`config.mk`:
```
export PLATFORM = sky130hd
export DESIGN_NAME = pulse_count_fsm
export DESIGN_NICKNAME = d
export VERILOG_FILES = /design/src/rtl/pulse_count_fsm.sv
export SDC_FILE = /design/constraint.sdc
export NUM_CORES = 1
export LEC_CHECK = 0
export CORE_AREA = 2 2 39 41
export DETAILED_ROUTE_END_ITERATION = 8
export DIE_AREA = 0 0 41 43
export PLACE_DENSITY = 0.55
export SYNTH_ARGS = -nofsm -noshare
export SYNTH_HDL_FRONTEND = slang
export SYNTH_SLANG_ARGS = --single-unit
```
`constraint.sdc`:
```
create_clock -name clk -period 2.8 [get_ports clk]
set_input_delay 0.42 -clock clk [delete_from_list [all_inputs] [get_ports clk]]
set_output_delay 0.42 -clock clk [all_outputs]
set_load 0.05 [all_outputs]
```
`src/rtl/pulse_count_fsm.sv`:
```
// Multi-channel pulse counter: synchronised rising edges on a[i] step a per-channel count
// toward STEPS, with optional wrap and optional inactivity timeout back to zero.
module pulse_count_fsm #(
   parameter int CH          = 1,
   parameter int STEPS       = 4,
   parameter int WRAP        = 0,
   parameter int SYNC_STAGES = 2,
   parameter int TIMEOUT     = 0,
   localparam int SW         = $clog2(STEPS + 1)
) (
   input  logic             clk,
   input  logic             rst,
   input  logic [CH-1:0]    a,
   input  logic             clr,
   output logic [CH*SW-1:0] state,
   output logic [CH-1:0]    on,
   output logic [CH-1:0]    hit,
   output logic             all_on
);

   localparam int IW = (TIMEOUT > 0) ? $clog2(TIMEOUT + 1) : 1;

   localparam logic [SW-1:0] ST_ZERO = '0;
   localparam logic [SW-1:0] ST_LAST = SW'(STEPS - 1);
   localparam logic [SW-1:0] ST_FULL = SW'(STEPS);
   localparam logic [IW-1:0] IDLE_LAST = IW'(TIMEOUT - 1);

   logic [CH-1:0] sync_q [SYNC_STAGES];
   logic [CH-1:0] prev_q;
   logic [CH-1:0] rise;

   logic [SW-1:0] count_q [CH];
   logic [SW-1:0] count_d [CH];
   logic [IW-1:0] idle_q [CH];
   logic [IW-1:0] idle_d [CH];
   logic [CH-1:0] hit_q;
   logic [CH-1:0] hit_d;

   // The sync chain and prev flop ignore clr so that clearing never fakes an edge.
   always_ff @(posedge clk) begin
      if (rst) begin
         for (int s = 0; s < SYNC_STAGES; s++) sync_q[s] <= '0;
         prev_q <= '0;
      end else begin
         sync_q[0] <= a;
         for (int s = 1; s < SYNC_STAGES; s++) sync_q[s] <= sync_q[s-1];
         prev_q <= sync_q[SYNC_STAGES-1];
      end
   end

   assign rise = sync_q[SYNC_STAGES-1] & ~prev_q;

   always_comb begin
      hit_d = '0;
      for (int i = 0; i < CH; i++) begin
         count_d[i] = count_q[i];
         idle_d[i]  = idle_q[i];
         if (clr) begin
            count_d[i] = ST_ZERO;
            idle_d[i]  = '0;
         end else if (rise[i]) begin
            idle_d[i] = '0;
            if (count_q[i] == ST_FULL) begin
               count_d[i] = (WRAP != 0) ? ST_ZERO : ST_FULL;
            end else begin
               count_d[i] = count_q[i] + 1'b1;
            end
            hit_d[i] = (count_q[i] == ST_LAST);
         end else if (TIMEOUT > 0) begin
            if (count_q[i] == ST_ZERO) begin
               idle_d[i] = '0;
            end else if (idle_q[i] == IDLE_LAST) begin
               count_d[i] = ST_ZERO;
               idle_d[i]  = '0;
            end else begin
               idle_d[i] = idle_q[i] + 1'b1;
            end
         end else begin
            idle_d[i] = '0;
         end
      end
   end

   always_ff @(posedge clk) begin
      if (rst) begin
         for (int i = 0; i < CH; i++) begin
            count_q[i] <= ST_ZERO;
            idle_q[i]  <= '0;
         end
         hit_q <= '0;
      end else begin
         for (int i = 0; i < CH; i++) begin
            count_q[i] <= count_d[i];
            idle_q[i]  <= idle_d[i];
         end
         hit_q <= hit_d;
      end
   end

   always_comb begin
      state = '0;
      on    = '0;
      for (int i = 0; i < CH; i++) begin
         state[i*SW +: SW] = count_q[i];
         on[i]             = (count_q[i] == ST_FULL);
      end
   end

   assign hit    = hit_q;
   assign all_on = &on;

endmodule

```
# [Yosys cells after proc, flatten, opt, wreduce, memory -nomap -nowiden]
# Memories as Yosys holds them, arrays and structs flattened.
# Cells that the tools add are included.
[word_totals] regBits=2 latch_bits=0 ram_bits=5 mem_bits_ro=0 elab_cells=24 memories=2
[classes] addsub=1 n_mul=0 div_mod_pow=0 magnitude_cmp=0 eq_ne=2 shifts=0 n_mux=10 bitwise_logic=5 reduce_logical=2
[mem_list] memory="count_q" words=1 width=3 read_ports=1 rd_clocked_by_memory_dff=0 wr=1 line_no="32" source="logic [SW-1:0] count_q [CH];"
[mem_list] memory="sync_q" words=2 width=1 read_ports=2 rd_clocked_by_memory_dff=0 wr=2 line_no="28" source="logic [CH-1:0] sync_q [SYNC_STAGES];"
[op_table] operator="$mux W3" n=4
[op_table] operator="$mux W1" n=6
[op_table] operator="$reduce_or A3 Y1" n=2
[op_table] operator="$add A3 B1 Y3 const B" n=1
[op_table] operator="$eq A3 B2 Y1 const B" n=1
[op_table] operator="$eq A3 B3 Y1 const B" n=1
[op_table] operator="$not A1 Y1" n=2
[op_table] operator="$or A1 B1 Y1" n=2
[op_table] operator="$and A1 B1 Y1" n=1

# [Logic depth before layout (Yosys ltp)]
# An unclocked memory read counts as a cell.
[depth] depth_word=6 depth_mapped=5 ltp_nobuf=5

# [Worst setup path before layout]
# No wires, ideal clock.
[synth_path] path_kind="register to output" startpoint="memory count_q[0][0] (netlist bit)" endpoint="output on" arrival_time_ns=1.531 slack_ns=0.849 path_stages_with_launch=6 cell_sequence="dfxtp_1 > inv_1 > ha_1 > nand2_1 > inv_1 > buf_4"
[synth_via] elab_chain_cells=2
[synth_rtl] item="start, declared" line_no="32"
[synth_rtl] item="$mem_v2 Z1 W3"
[synth_rtl] item="$eq A3 B3 Y1" line_no="105" source="on[i] = (count_q[i] == ST_FULL);"
[synth_rtl] item="end, declared" line_no="16" source="output logic [CH-1:0] on,"
# Every way passes these cells.

# [Worst setup path after layout]
# Same ends and word-level chain as after synthesis.

==> flow_summary.json <==
{
  "synthArstFlopShare_pct": 0,
  "crit_type": "register to output pin",
  "worstSetupStartpointType": "register",
  "dpl.cell_count": 54,
  "ant_nets": 0,
  "synth_edf_count": 0,
  "ff2ff_path_depth": 3,
  "critical_path_arrival_ps": 1770,
  "vias": 235,
  "grt_pass1_vias": 199,
  "cts_buffers": 3,
  "die_h_um": 43,
  "maxSlewHeadroom_pct": 66.8,
  "post-route-util_pct": 31.7,
  "final.min_clock_period_ps": 2190,
  "met1_usage_pct": 7.72,
  "swShare_pct": 22.6,
  "reg2reg_from": "count_q[0][0]",
  "overflow": 0,
  "cp_slowest_stage_delay_ps": 790,
  "synth_xor_area_share_pct": 0,
  "grt_busiest_layer": "met2",
  "p_sw_mw": 0.0478,
  "synth_compound_area_share_pct": 10.1,
  "syn_inst": 30,
  "cap_violations": 0,
  "cts-resized-gates": 0,
  "yosys-mux-area-fraction_pct": 0,
  "stdcell_count": 58,
  "pin_count": 10,
  "setup_viol": 0,
  "seqPwrFrac_pct": 48.7,
  "wl_per_cell_um": 9.59,
  "core_area_sq_mm": 0.00138,
  "antennaDiodeCount": 0,
  "netlist_area_sq_um": 310,
  "antenna_found_initial": 0,
  "end_kind": "output pin",
  "slew_violations": 0,
  "groute.usage.overall_pct": 7.53,
  "outcome": "finished clean",
  "die_x_um": 41,
  "holdBufCountCts": 0,
  "setup-tns-final_ps": 0,
  "ys_seq_elements": 7,
  "grtUsageMet3_pct": 6.28,
  "power_mw": 0.212,
  "cp.required_ps": 2380,
  "dieArea_sq_mm": 0.00176,
  "clkSinkCount": 7,
  "hold_path_class": "register to register",
  "p_int_mw": 0.164,
  "synth_top_cell_area_share_pct": 45.2,
  "multi_input_area_sq_um": 144,
  "gp_congestion": 0.707,
  "path_cells": "inv_1 > ha_1 > nand2_1 > inv_1 > clkdlybuf4s50_1",
  "seq_area_frac_synth_pct": 45.2,
  "syn_area_per_cell_sq_um": 10.3,
  "ys_warn_count": 0,
  "cts_tree": "done",
  "syn_to_final_growth_pct": 41.5,
  "cp_max_fo": 5,
  "ys.flop_type": "dfxtp_1",
  "min_period_over_period_pct": 78.3,
  "tightest_slew_ps": 497,
  "yosys.cell_count.top_type": "dfxtp_1",
  "grt_pass1_wl_um": 814,
  "dpl.hpwl_um": 403,
  "rsz0062_at_grt": "no",
  "reg2reg_slack_ps": 1590,
  "cp_common_cell": "inv_1",
  "numPortBuffers": 9,
  "layout.nets": 50,
  "ys_types": 14,
  "yosys.area_share.adder_pct": 12.1,
  "p_per_area_mw_per_mm2": 482,
  "netlist_top_cells_area": "dfxtp_1 (45%), ha_1 (12%), inv_1 (6.0%), and2b_1 (4.8%), o31ai_1 (4.8%)",
  "layout.area.seq_sq_um": 140,
  "insertion_delay_ps": 260,
  "skew_ps": 5.12,
  "cts.path.max_buffers": 2,
  "hold_viol": 0,
  "num_rows": 14,
  "synth_top_cell_by_area": "dfxtp_1",
  "drt_iter0_drc": 1,
  "postCtsSetupBuffers": 0,
  "crit_slowest_cell": "clkdlybuf4s50_1",
  "critPathCapture": "on",
  "p_leak_nw": 0.173,
  "clockPowerShare_pct": 44.3,
  "synthSimpleGateAreaFrac_pct": 24.2,
  "ctsRootBufferMaster": "clkbuf_4",
  "grt_max_degree": 8,
  "initial_core_util_pct": 22.4,
  "grtUsageMet2_pct": 9.38,
  "viasPerCell": 4.05,
  "clk_pin_slew_ps": 50,
  "layout-drive-gt1-share_pct": 14.3,
  "drc": 0,
  "crit_start": "count_q[0][0]",
  "synthTopCellsByCount": "dfxtp_1 (7), inv_1 (5), ha_1 (3)",
  "syn_nets": 37,
  "dr.pass1.iters": 2,
  "fill_cells": 161,
  "r2r_end": "count_q[0][2]",
  "max_freq_mhz": 456,
  "htreeDepth": 1,
  "totalWireLength_um": 556,
  "vdd_ir_drop_max_v": 0.000239,
  "comb_power_share_pct": 7.0,
  "synth_top_family_by_area": "simple AND/OR/NAND/NOR gates"
}
-- through the flow --
step / setup WS, ps / area, sq um / hold slack [ps]
after global routing: 529 / 439 / 433
after detailed placement: 873 / 413 / 422
after floorplan: 849 / 310 / 411
final: 609 / 439 / 424
after CTS: 595 / 439 / 428
after global placement: 880 / 413 / 415
-- logic make-up after synthesis --
| kind of cell | Yosys count |
|---|---|
| flops | 7 |
| compound gates | 4 |
| simple gates | 10 |
| fa+ha+maj | 3 |
| buf+inv | 6 |
-- layer usage --
layer,up-vias,part of all wire (%)
li1,124,-
met1,101,45
met2,8,41
met3,2,12
met4,0,2.3
met5,-,0
-- placed cells by master, fill, tap and decap left out, types with 2 or more instances in the layout --
cell type,n
clkbuf_4,3
inv_1,5
clkdlybuf4s50_1,9
and2b_1,2
nand2_1,2
dfxtp_1,7
nand3_1,2
o31ai_1,2
ha_1,3
-- area by class of cell --
type	instances	share of cell area, %
flip-flops and latches	7	31.9
multi-input cells	17	32.8
well taps	16	4.56
repair buffers	9	20.5
clock buffers	4	5.98
inverters	5	4.27
-- flip-flops by register name, summed over array words and instances, names as in the netlist --
signal / count
count_q: 3
hit: 1
prev_q: 1
sync_q: 2
-- power groups by stage --
stage                     sequential, mW  combinational, mW  clock [mW]
after global routing               0.103             0.0159       0.102
after detailed placement           0.105             0.0148           0
after CTS                          0.103             0.0150      0.0979
after floorplan                    0.106            0.00576           0
final                              0.103             0.0148      0.0938
after global placement             0.105             0.0148           0
-- worst max-delay path, delay by kind of cell, from the launching register on --
kind                     cells  cell delay (ps)
AND/OR/NAND/NOR              1               80
buffers and inverters        3              930
flip-flops                   1              350
adder cells (fa/ha/maj)      1              160
-- worst min-delay path by stage --
stage                       from            to  slack (ps)  cells after the start
CTS                 sync_q[0][0]  sync_q[0][1]         430                      1
detailed placement  sync_q[0][0]  sync_q[0][1]         420                      1
global route        sync_q[0][0]  sync_q[0][1]         430                      1
finish              sync_q[0][0]  sync_q[0][1]         420                      1
floorplan           sync_q[0][0]  sync_q[0][1]         410                      1
global placement    sync_q[0][0]  sync_q[0][1]         410                      1
(Power assumes the default switching activity.)
